### config.mk
export PLATFORM = sky130hd
export DESIGN_NAME = fifo_rd_serializer
export DESIGN_NICKNAME = d
export VERILOG_FILES = /design/src/rtl/fifo_pkg.sv /design/src/rtl/fifo_rd_serializer.sv
export SDC_FILE = /design/constraint.sdc
export NUM_CORES = 1
export LEC_CHECK = 0
export ABC_CLOCK_PERIOD_IN_PS = 2000
export CAP_MARGIN = 30
export CORE_MARGIN = 2
export CORE_UTILIZATION = 47
export CTS_BUF_LIST = sky130_fd_sc_hd__clkbuf_16
export CTS_CLUSTER_SIZE = 25
export DETAILED_ROUTE_END_ITERATION = 8
export PLACE_DENSITY = 0.79
export RECOVER_POWER = 50
export SYNTH_ARGS = -nofsm -noshare
export SYNTH_HDL_FRONTEND = slang
export SYNTH_SLANG_ARGS = --single-unit
### constraint.sdc
create_clock -name CLK -period 2 [get_ports CLK]
set_clock_uncertainty 0.1 [all_clocks]
set_input_delay 0.4 -clock CLK [delete_from_list [all_inputs] [get_ports CLK]]
set_output_delay 0.4 -clock CLK [all_outputs]
set_load 0.01 [all_outputs]
### src/rtl/fifo_pkg.sv
// Shared types and helpers for the synchronous FIFO family and its
// reader/writer adapters.
// Contents: state_t (IDLE/SEND) and cnt_w(), the counter-width helper.
package fifo_pkg;

  typedef enum logic {
    IDLE = 1'b0,
    SEND = 1'b1
  } state_t;

  // Width of a counter that indexes 'ratio' items. It is never zero, so
  // RATIO=1 still yields a legal 1-bit counter.
  function automatic int cnt_w(input int ratio);
    return (ratio > 1) ? $clog2(ratio) : 1;
  endfunction

endpackage

### src/rtl/fifo_rd_serializer.sv
// Pops DWIDTH-bit words from a FWFT FIFO and emits each one as RATIO
// OWIDTH-bit beats, LSB first, with OUT_LAST on the final beat.
// Latency: first beat is valid 1 cycle after FIFO_EMPTY falls in IDLE, and the next word
// loads on the last-beat handshake without a bubble. Backpressure: while
// OUT_READY is low the beat holds, and no further word is popped.
// Ports: CLK, RST_N (sync, active-low); FIFO_EMPTY/FIFO_RD_EN/FIFO_RD_DATA
// toward the FIFO; OUT_VALID/OUT_READY/OUT_DATA/OUT_LAST toward the
// consumer; BUSY while a word is held. DWIDTH must be a multiple of OWIDTH.
module fifo_rd_serializer
  import fifo_pkg::*;
#(
  parameter int DWIDTH = 32,
  parameter int OWIDTH = 8,
  parameter int RATIO  = DWIDTH / OWIDTH,
  parameter int CNT_W  = cnt_w(RATIO)
) (
  input  logic              CLK,
  input  logic              RST_N,
  input  logic              FIFO_EMPTY,
  output logic              FIFO_RD_EN,
  input  logic [DWIDTH-1:0] FIFO_RD_DATA,
  output logic              OUT_VALID,
  input  logic              OUT_READY,
  output logic [OWIDTH-1:0] OUT_DATA,
  output logic              OUT_LAST,
  output logic              BUSY
);

  state_t             state;
  logic [CNT_W-1:0]   beat_cnt;
  logic [DWIDTH-1:0]  word_q;
  logic               xfer;
  logic               pop;

  // All outputs derive from registered state only. FIFO_RD_EN is the exception:
  // it must react to the handshake in the same cycle to avoid a bubble.
  assign OUT_VALID = (state == SEND);
  assign BUSY      = (state == SEND);
  assign OUT_LAST  = (state == SEND) && (beat_cnt == CNT_W'(RATIO - 1));
  assign OUT_DATA  = word_q[int'(beat_cnt) * OWIDTH +: OWIDTH];

  assign xfer = OUT_VALID && OUT_READY;

  // Gating with RST_N keeps the FIFO from losing a word in a reset cycle,
  // since that pop would never be captured.
  assign pop = RST_N && !FIFO_EMPTY && ((state == IDLE) || (xfer && OUT_LAST));
  assign FIFO_RD_EN = pop;

  always_ff @(posedge CLK) begin
    if (!RST_N) begin
      state    <= IDLE;
      beat_cnt <= '0;
      word_q   <= '0;
    end else begin
      case (state)
        IDLE: begin
          if (pop) begin
            word_q   <= FIFO_RD_DATA;
            beat_cnt <= '0;
            state    <= SEND;
          end
        end
        SEND: begin
          if (xfer) begin
            if (OUT_LAST) begin
              beat_cnt <= '0;
              if (pop) begin
                word_q <= FIFO_RD_DATA;   // chain straight into the next word
              end else begin
                state <= IDLE;
              end
            end else begin
              beat_cnt <= beat_cnt + 1'b1;
            end
          end
        end
        default: state <= IDLE;
      endcase
    end
  end

endmodule

==> metrics.yaml <==
outcome: "completed"
route.detailed.drc: 0
final_nets: 254
holdCritPathClass: "reg -> reg"
ys_types: 19
syn_inst: 163
cap_viol_max_count: 0
io_buffers: 47
clk_path_buf_depth: 2
start_util_pct: 49.3
r2r_cells: 6
endpoint_kind: "primary output"
io_pins: 48
critPathCapture: "OUT_DATA[0]"
nFillCells: 265
drive_gt1_share_pct: 16.5
power_density_nw_per_um2: 769
p_leak_uw: 0.00102
post_drt_wl_per_cell_um: 13.1
rsz0062_at_grt: "no"
cts_sinks: 35
final_cells: 264
min_period_over_period_pct: 98.1
tns_ps: 0
diodes: 0
synth_area_um2: 1650
die_x_um: 63.2
clockRootBuffer: "clkbuf_16"
ys_seq_area_share_pct: 42.6
syn_area_per_cell_um2: 10.1
ys.warnings.count: 0
max_stage_delay_ps: 500
synth_nets: 200
drt_first_pass_iters: 4
antenna_left: 0
areaGrowthSynthToFinish_pct: 37.8
period_needed_ps: 1960
slew_headroom_pct: 56.4
antenna_found_initial: 0
timing.fmax_ghz: 0.510
row_count: 21
final_max_slew_viol_count: 0
timing.rr.start: "beat_cnt[1]"
path_cells: "mux4_2 > dlygate4sd2_1"
clk_latency_ps: 270
setup_violations: 0
via_per_inst: 4.82
routed_wl_mm: 3.45
grt_pass1_wl_mm: 5.85
cts_hold_buf: 0
worstSetupStartpointType: "register"
dieArea_um2: 3990
cts-htree-levels: 2
grt_usage_pct: 19.1
ys_ff_latch: 35
cts_buffers: 5
clk_pin_slew_worst_paths_ps: 50
tightest_slew_ps: 654
cp_max_fo: 6
critPathSlowestCell: "mux4_2"
r2r_end: "word_q[24]"
final_hold_viol_count: 0
critPathRequiredTime_ps: 1500
critPathLaunch: "beat_cnt[0]"
gp_congestion: 0.694
first_global_vias: 1336
tritoncts: "done"
dpl.hpwl_mm: 2.50
grt_max_degree: 36
core-area_um2: 3340
crit_arrival_ps: 1460
first_iter_violations: 47
peakVddDrop_uv: 397
finalPower_uw: 1740
overflow: 0
dr_total_vias: 1272
dpl.cell_count: 255
die_h_um: 63.2
path_class: "reg -> out"
reg2reg_setup_slack_ps: 210
==> sequential cells by signal, summed over array words and instances (netlist names) <==
signal	flops
word_q	32
beat_cnt	2
BUSY	1
==> area by class of cell <==
type | instances | area, um2 | share of cell area, %
multi-input cells | 84 | 718 | 31.7
flip-flops and latches | 35 | 706 | 31.1
clock inverters | 3 | 16.3 | 0.717
clock buffers | 5 | 125 | 5.52
inverters | 33 | 124 | 5.46
well taps | 46 | 57.6 | 2.54
repair buffers | 58 | 520 | 23.0
==> synth_stat cells <==
cell	n	area (um2)
and2_1	1	6.26
nand3_1	1	5.00
nand2_1	33	124
inv_1	33	124
buf_2	3	15.0
mux4_2	8	180
buf_6	1	11.3
nor3b_2	1	12.5
clkbuf_1	3	11.3
o21a_1	1	7.51
ha_1	1	12.5
a21boi_0	2	15.0
a21boi_2	1	11.3
or3_1	1	6.26
buf_4	1	7.51
buf_12	3	60.1
dfxtp_1	35	701
mux2i_1	32	320
o211ai_1	2	15.0
==> metrics by stage <==
stage	hold WS, ps	utilization (%)	setup WS (ps)	instance area (um2)
6_report	352	67.9	38.7	2270
3_3_place_gp	339	64.4	-242	2150
3_5_place_dp	346	64.4	-250	2150
4_1_cts	354	68.3	-9.84	2280
5_1_grt	380	67.9	8.03	2270
2_1_floorplan	332	-	405	1650
==> worst max-delay path, delay by kind of cell, from the launching register on <==
family / cells / cell delay (ps)
buffers and inverters: 1 / 300
DFF: 1 / 390
muxes: 1 / 500
==> metal layers <==
metal	share of wire, %	wire [um]	track usage [%]
met5	0	0	0
met4	3.4	117	9.72
met3	4.7	161	5.54
met2	52	1800	33.2
met1	40	1370	21.0
==> placed cells by master (no fill, tap or decap), types with 2 or more instances in the layout <==
master | synthesis | layout
clkbuf_2 | 0 | 2
inv_1 | 33 | 34
o211ai_1 | 2 | 2
buf_4 | 1 | 8
nand2_1 | 33 | 33
dfxtp_1 | 35 | 33
buf_2 | 3 | 6
a21boi_0 | 2 | 2
clkbuf_16 | 0 | 5
mux2i_1 | 32 | 32
mux4_2 | 8 | 8
buf_6 | 1 | 2
clkdlybuf4s50_1 | 0 | 36
dlygate4sd2_1 | 0 | 2
==> power breakdown <==
group          switching (uW)  leakage [uW]  internal, uW  total (uW)
Clock                     273     0.0000710           453         727
Sequential               30.0      0.000289           747         777
Combinational            93.7      0.000655           146         240
==> cells by family after synthesis <==
| group | Yosys count | share of synthesized area [%] |
|---|---|---|
| buffers and inverters | 44 | 13.9 |
| flip-flops | 35 | 42.6 |
| multiplexers | 40 | 30.4 |
| adder cells (fa/ha/maj) | 1 | 0.760 |
| AND/OR/NAND/NOR | 37 | 9.35 |
| AO/OA/AOI/OAI | 6 | 2.97 |
==> how the worst min path moves through the flow <==
stage	from	end	slack, ps	depth (start not counted)
3_5_place_dp	word_q[16]	word_q[16]	350	2
6_report	word_q[16]	word_q[16]	350	2
3_3_place_gp	word_q[17]	word_q[17]	340	2
4_1_cts	word_q[16]	word_q[16]	350	2
5_1_grt	word_q[1]	word_q[1]	380	2
2_1_floorplan	word_q[10]	word_q[10]	330	2
==> repair_timing <==
item / in CTS / in global routing
buffers inserted: 1 / 0
resized for setup: 31 / 5
setup endpoints to repair: 10 / 6
Note: power is estimated with default switching activity, not from simulation.
